[src/rtl/axi_drain_gate.sv]
// AXI quiesce gate: caps outstanding AW/AR transactions, drains them on isolate
// request and then blocks every channel until isolation is released.
package axi_drain_gate_pkg;
  localparam int unsigned AddrW = 32;
  localparam int unsigned DataW = 32;
  localparam int unsigned IdW   = 4;

  typedef struct packed {
    logic [IdW-1:0]   id;
    logic [AddrW-1:0] addr;
    logic [7:0]       len;
  } ax_t;

  typedef struct packed {
    logic [DataW-1:0]   data;
    logic [DataW/8-1:0] strb;
    logic               last;
  } w_t;

  typedef struct packed {
    logic [IdW-1:0] id;
    logic [1:0]     resp;
  } b_t;

  typedef struct packed {
    logic [IdW-1:0]   id;
    logic [DataW-1:0] data;
    logic [1:0]       resp;
    logic             last;
  } r_t;

  typedef struct packed {
    ax_t  aw;
    logic aw_valid;
    w_t   w;
    logic w_valid;
    logic b_ready;
    ax_t  ar;
    logic ar_valid;
    logic r_ready;
  } req_t;

  typedef struct packed {
    logic aw_ready;
    logic ar_ready;
    logic w_ready;
    b_t   b;
    logic b_valid;
    r_t   r;
    logic r_valid;
  } resp_t;
endpackage

module axi_drain_gate #(
  parameter int unsigned MaxTxns = 8,
  parameter type axi_req_t  = axi_drain_gate_pkg::req_t,
  parameter type axi_resp_t = axi_drain_gate_pkg::resp_t,
  localparam int unsigned CW = $clog2(MaxTxns + 1)
) (
  input  logic          clk_i,
  input  logic          rst_i,
  input  logic          isolate_i,
  output logic          isolated_o,
  input  axi_req_t      slv_req_i,
  output axi_resp_t     slv_resp_o,
  output axi_req_t      mst_req_o,
  input  axi_resp_t     mst_resp_i,
  output logic [CW-1:0] pending_wr_o,
  output logic [CW-1:0] pending_rd_o
);

  typedef enum logic [1:0] {NORMAL, DRAIN, ISOLATED} state_t;

  state_t        state, state_next;
  logic [CW-1:0] wr_cnt, wr_cnt_next;
  logic [CW-1:0] rd_cnt, rd_cnt_next;
  logic          aw_hold, aw_hold_next;
  logic          ar_hold, ar_hold_next;
  logic          aw_open, ar_open, blocked;
  logic          aw_hs, ar_hs, b_hs, r_last_hs;

  // A hold flag keeps an already-presented valid alive whatever the state or limit.
  always_comb begin
    aw_open = aw_hold || ((state == NORMAL) && (wr_cnt < CW'(MaxTxns)));
    ar_open = ar_hold || ((state == NORMAL) && (rd_cnt < CW'(MaxTxns)));
    blocked = (state == ISOLATED);
  end

  always_comb begin
    mst_req_o  = slv_req_i;
    slv_resp_o = mst_resp_i;
    mst_req_o.aw_valid  = slv_req_i.aw_valid & aw_open;
    slv_resp_o.aw_ready = mst_resp_i.aw_ready & aw_open;
    mst_req_o.ar_valid  = slv_req_i.ar_valid & ar_open;
    slv_resp_o.ar_ready = mst_resp_i.ar_ready & ar_open;
    if (blocked) begin
      mst_req_o.w_valid  = 1'b0;
      slv_resp_o.w_ready = 1'b0;
      slv_resp_o.b_valid = 1'b0;
      mst_req_o.b_ready  = 1'b0;
      slv_resp_o.r_valid = 1'b0;
      mst_req_o.r_ready  = 1'b0;
    end
  end

  always_comb begin
    aw_hs     = slv_req_i.aw_valid & aw_open & mst_resp_i.aw_ready;
    ar_hs     = slv_req_i.ar_valid & ar_open & mst_resp_i.ar_ready;
    b_hs      = mst_resp_i.b_valid & slv_req_i.b_ready & ~blocked;
    r_last_hs = mst_resp_i.r_valid & slv_req_i.r_ready & mst_resp_i.r.last & ~blocked;
  end

  // Counters move only on downstream handshakes; an underflow attempt holds.
  always_comb begin
    wr_cnt_next = wr_cnt;
    rd_cnt_next = rd_cnt;
    if (aw_hs && !b_hs) begin
      wr_cnt_next = wr_cnt + CW'(1);
    end else if (!aw_hs && b_hs && (wr_cnt != '0)) begin
      wr_cnt_next = wr_cnt - CW'(1);
    end
    if (ar_hs && !r_last_hs) begin
      rd_cnt_next = rd_cnt + CW'(1);
    end else if (!ar_hs && r_last_hs && (rd_cnt != '0)) begin
      rd_cnt_next = rd_cnt - CW'(1);
    end
    aw_hold_next = slv_req_i.aw_valid & aw_open & ~mst_resp_i.aw_ready;
    ar_hold_next = slv_req_i.ar_valid & ar_open & ~mst_resp_i.ar_ready;
  end

  always_comb begin
    state_next = state;
    case (state)
      NORMAL: begin
        if (isolate_i) state_next = DRAIN;
      end
      DRAIN: begin
        if (!isolate_i) begin
          state_next = NORMAL;
        end else if ((wr_cnt_next == '0) && (rd_cnt_next == '0) &&
                     !aw_hold_next && !ar_hold_next) begin
          state_next = ISOLATED;
        end
      end
      ISOLATED: begin
        if (!isolate_i) state_next = NORMAL;
      end
      default: state_next = NORMAL;
    endcase
  end

  always_ff @(posedge clk_i or posedge rst_i) begin
    if (rst_i) begin
      state      <= NORMAL;
      wr_cnt     <= '0;
      rd_cnt     <= '0;
      aw_hold    <= 1'b0;
      ar_hold    <= 1'b0;
      isolated_o <= 1'b0;
    end else begin
      state      <= state_next;
      wr_cnt     <= wr_cnt_next;
      rd_cnt     <= rd_cnt_next;
      aw_hold    <= aw_hold_next;
      ar_hold    <= ar_hold_next;
      isolated_o <= (state_next == ISOLATED);
    end
  end

  assign pending_wr_o = wr_cnt;
  assign pending_rd_o = rd_cnt;

  a_no_wr_underflow: assert property (@(posedge clk_i) disable iff (rst_i)
    !(b_hs && !aw_hs && (wr_cnt == '0)));
  a_no_rd_underflow: assert property (@(posedge clk_i) disable iff (rst_i)
    !(r_last_hs && !ar_hs && (rd_cnt == '0)));

endmodule

[config.mk]
export PLATFORM = sky130hd
export DESIGN_NAME = axi_drain_gate
export DESIGN_NICKNAME = d
export VERILOG_FILES = /design/src/rtl/axi_drain_gate.sv
export SDC_FILE = /design/constraint.sdc
export NUM_CORES = 1
export LEC_CHECK = 0
export ABC_AREA = 1
export BUFFER_PORTS_ARGS = -buffer_cell sky130_fd_sc_hd__buf_2
export CAP_MARGIN = 20
export CORE_AREA = 2 2 146 148
export DETAILED_ROUTE_END_ITERATION = 8
export DIE_AREA = 0 0 148 150
export HOLD_SLACK_MARGIN = 0.06
export SLEW_MARGIN = 20
export SYNTH_ARGS = -nofsm -noshare
export SYNTH_HDL_FRONTEND = slang
export SYNTH_SLANG_ARGS = --single-unit
[constraint.sdc]
create_clock -name clk_i -period 4.6 [get_ports clk_i]
set_clock_uncertainty 0.15 [all_clocks]
set_input_delay 0.46 -clock clk_i [delete_from_list [all_inputs] [get_ports clk_i]]
set_output_delay 0.46 -clock clk_i [all_outputs]
set_load 0.05 [all_outputs]
# Yosys cells after proc, flatten, opt, wreduce, memory -nomap -nowiden
# Cells that the tools add are included.
# Widths: inputs -> output; s select.
totals:
  register_bits: 13
  latch_bits: 0
  ram_bits: 0
  romBits: 0
  output_inout_bits: 189
  word_cells: 69
  n_memories: 0
classes:
  add_sub_neg: 4
  mul: 0
  div: 0
  magnitude_cmp: 2
  n_eq_ne: 3
  shift: 0
  n_mux: 14
  n_bitwise: 16
  reduce_logical: 24
op_table:
  columns: ["operator", "count"]
  rows:
  - ["$mux 4", 4]
  - ["$and 1x1->1", 13]
  - ["$logic_and 1x1->1", 11]
  - ["$mux 2", 5]
  - ["$add 4x1->4 const B", 2]
  - ["$logic_not 4->1", 2]
  - ["$lt 4x4->1 const B", 2]
  - ["$reduce_bool 4->1", 2]
  - ["$sub 4x1->4 const B", 2]
  - ["$logic_not 1->1", 6]
  - ["$pmux 2 s3", 1]
  - ["$eq 2x2->1 const B", 2]
  - ["$mux 1", 4]
  - ["$not 1->1", 3]
  - ["$eq 2x1->1 const B", 1]
  - ["$logic_not 2->1", 1]
  - ["$logic_or 1x1->1", 2]

# Depth between registers and ports, before layout
depth:
  word_depth: 18
  mapped_depth: 16

# Worst setup path before layout
# No wires, ideal clock.
synth_timing:
  path_kind: "register to register"
  startpoint: "register rd_cnt[3] (netlist: pending_rd_o[3])"
  endpoint: "register isolated_o"
  arrival_ns: 2.266
  required_time_ns: 4.326
  setup_slack_ns: 2.059
  path_stages_with_launch: 11
  path_buffers: 0
  period_less_slack_ns: 2.541
  cell_sequence: "dfrtp_1 > inv_1 > nand2_1 > a21oi_1 > nand4_1 > nand3_1 > nand2_1 > nand2_2 > nor2_2 > nand3_2 > a21oi_1"
synth_rtl:
  columns: ["element", "line", "source"]
  rows:
  - ["start, declared", "76", "logic [CW-1:0] rd_cnt, rd_cnt_next;"]
  - ["start signal, assigned", "163", "rd_cnt <= rd_cnt_next;"]
  - ["end signal, assigned", "166", "isolated_o <= (state_next == ISOLATED);"]
  - ["end, declared", "63", "output logic isolated_o,"]

==> flow_summary.yaml <==
outcome:
  status: "finished clean"
clock_tree:
  post_cts_buffers: 0
  clockRootBuffer: "clkbuf_16"
  numCtsBuffers: 3
  cts_sinks: 13
  clk_latency_ns: 0.24
  hold_buffers: 0
  cts_tree: "done"
  path_clk_slew_ns: 0.05
  clk_path_buf_depth: 2
  cts_max_level: 1
  cts_resized: 0
grt:
  grt_pass1_vias: 1347
  top_usage_layer: "met2"
  track_usage_pct: 6.363
  grt_use_met3_pct: 7.988
  antenna_found_initial: 0
  grt_max_degree: 14
  grt_pass1_wl_um: 9701
  met2_usage_pct: 8.704
  grt-ovfl-total: 0
  globalRouteMet1Util_pct: 3.908
sta:
  worst_slew_margin_rel_pct: 63.33
  setup_viol: 0
  slew_viol_final: 0
  fin_crit_sh_pct: 47.68
  grt_setup_unrepaired: "no"
  hold_violations: 0
  max_freq_mhz: 456.0
  period_minus_slack_ns: 2.193
  setup_tns_ns: 0
  worst_pin_slew_ns: 0.5494
floorplan:
  coreArea_sq_um: 20690
  die_x_um: 148
  rows: 53
  die_h_um: 150
  dieArea_sq_um: 22200
  ios: 372
  start_util_pct: 11.48
layout:
  fin_cells: 477
  antenna_cells: 0
  syn_to_final_growth_pct: -28.98
  nets: 390
  fillers: 2456
  layout-drive-gt1-share_pct: 33.17
synth:
  synth-warning-count: 0
  synth_nets: 522
  syn_area_sq_um: 2375
  yosysSeqAreaShare_pct: 13.70
  synth-seq-cells: 13
  syn_inst: 335
  syn_area_per_cell_sq_um: 7.089
  yosys.cell_types.count: 20
worst_setup_path:
  rr_startpoint: "pending_rd_o[0]"
  cp.arrival_ns: 1.58
  cpMaxStageDelayCell: "dfrtp_1"
  critical_path_class: "reg2out"
  start_kind: "flip-flop"
  critPathLaunch: "state[1]"
  crit_path_max_fanout: 4
  critical_path.max_stage_delay_ns: 0.41
  cp-end-kind: "primary output"
  cp_cell_sequence: "nor2_2 -> nand2_1 -> a21oi_1 -> buf_2"
  cp_data_required_time_ns: 3.99
  critical_path.top_delay_family: "flip-flops"
  crit_buf_inv: 1
hold_path:
  min_path_type: "in2async"
power:
  intPower_uw: 389.5
  comb_power_share_pct: 57.6
  irDropWorstVdd_mv: 0.1456
  cellPowerDensity_nw_per_um2: 500.2
  power.switching_uw: 454.2
  p_seq_share_pct: 22.9
  swShare_pct: 53.84
  p_leak_nw: 0.8297
  pwr-share-clk_pct: 19.5
placed_design:
  place_inst: 473
  port_buffers: 33
  dpl.hpwl_um: 6505
  routabilityCongestion: 0.7163
route:
  avgViaCountPerCell: 2.803
  drtPass1Iterations: 4
  ant_nets: 0
  routedWlPerCell_um: 15.38
  post-route-drc-count: 0
  wl_um: 7336
  drtIter0Drc: 46
  num_vias: 1337
run:
  drv_cap: 0
area by class of cell:
class / count / area [sq um] / area share [%]
clock buffers: 4 / 78.83 / 4.674
inverters: 45 / 171.4 / 10.16
multi-input cells: 107 / 601.8 / 35.68
flip-flops and latches: 13 / 325.3 / 19.29
well taps: 275 / 344.1 / 20.40
repair buffers: 33 / 165.2 / 9.792
worst register-to-register path, delay by kind of cell (launching register included):
family | cells | cell delay, ns
buffers and inverters | 3 | 0.24
DFF | 1 | 0.43
adders and majority gates | 1 | 0.18
and+or+nand+nor | 9 | 0.85
cell usage after synthesis:
| cell type | instances | area, sq um |
|---|---|---|
| inv_4 | 1 | 6.260 |
| nor3_2 | 1 | 10.01 |
| nor2_1 | 10 | 37.54 |
| buf_4 | 170 | 1276 |
| nor2_2 | 4 | 25.02 |
| nand2_4 | 3 | 33.78 |
| nand2_2 | 9 | 56.30 |
| nor2_4 | 2 | 22.52 |
| clkinv_1 | 1 | 3.750 |
| nand4_1 | 3 | 18.77 |
| nor3_1 | 2 | 10.01 |
| ha_1 | 4 | 50.05 |
| nand2_1 | 36 | 135.1 |
| nand3_1 | 21 | 105.1 |
| nand3_2 | 6 | 60.06 |
| a21oi_1 | 5 | 25.02 |
| inv_1 | 39 | 146.4 |
| dfrtp_1 | 13 | 325.3 |
| nand4_2 | 1 | 12.51 |
| inv_2 | 4 | 15.01 |
cell families (layout without fill, tap and decap cells):
logic type | Yosys count | count (layout) | synth area share, %
compound gates | 5 | 5 | 1.054
flops | 13 | 13 | 13.70
fa+ha+maj | 4 | 4 | 2.108
buf+inv | 215 | 82 | 60.96
simple gates | 98 | 98 | 22.18
flip-flops by register name (all words and copies together) (netlist names):
register      count
pending_wr_o      4
isolated_o        1
ar_hold           1
state             2
aw_hold           1
pending_rd_o      4
through the flow:
stage	total power, mW	util, %	instance area [sq um]	hold slack, ns	setup slack, ns
2_1_floorplan	0.9536	-	2375	0.1870	2.059
3_3_place_gp	0.6946	7.771	1608	0.3973	2.610
3_5_place_dp	0.6958	7.771	1608	0.3970	2.604
4_1_cts	0.8679	8.152	1687	0.1342	2.394
5_1_grt	0.9230	8.152	1687	0.1574	2.318
6_report	0.8436	8.152	1687	0.1123	2.407
per-layer routing:
| layer | vias up | part of all wire (%) |
|---|---|---|
| li1 | 576 | - |
| met1 | 530 | 22 |
| met2 | 153 | 41 |
| met3 | 78 | 27 |
| met4 | 0 | 10 |
| met5 | - | 0 |
cells in the final DEF (no fill, tap or decap):
cell type | netlist | routed
ha_1 | 4 | 4
nand4_1 | 3 | 3
nor2_4 | 2 | 2
nor3_2 | 1 | 1
inv_1 | 39 | 39
a21oi_1 | 5 | 5
dfrtp_1 | 13 | 13
nand2_4 | 3 | 3
inv_2 | 4 | 4
nand2_2 | 9 | 9
nor2_2 | 4 | 4
buf_2 | 0 | 33
nor2_1 | 10 | 10
nand3_1 | 21 | 21
clkbuf_16 | 0 | 3
nand4_2 | 1 | 1
nand3_2 | 6 | 6
nor3_1 | 2 | 2
inv_4 | 1 | 1
clkinv_1 | 1 | 1
clkbuf_1 | 0 | 1
nand2_1 | 36 | 36
power by group through the flow:
stage | sequential [mW] | clock [mW] | combinational, mW
after floorplan | 0.309 | 0 | 0.644
final | 0.193 | 0.165 | 0.486
after detailed placement | 0.195 | 0 | 0.501
after global placement | 0.197 | 0 | 0.498
after CTS | 0.195 | 0.172 | 0.501
after global routing | 0.205 | 0.181 | 0.537
path summary, 6_finish.rpt:
| check | slack (ns) | cells after the start | endpoint |
|---|---|---|---|
| worst max register to register | 2.66 | 13 | state[0] |
| worst min-delay path | 0.11 | 2 | ar_hold |
| max in group asynchronous | 3.82 | 2 | pending_wr_o[0] |
| worst max-delay path | 2.41 | 4 | mst_req_o[1] |
| worst min register to register | 0.42 | 3 | pending_rd_o[3] |
| min in group clk_i | 0.32 | 3 | state[0] |
Note: power is estimated with default switching activity, not from simulation.
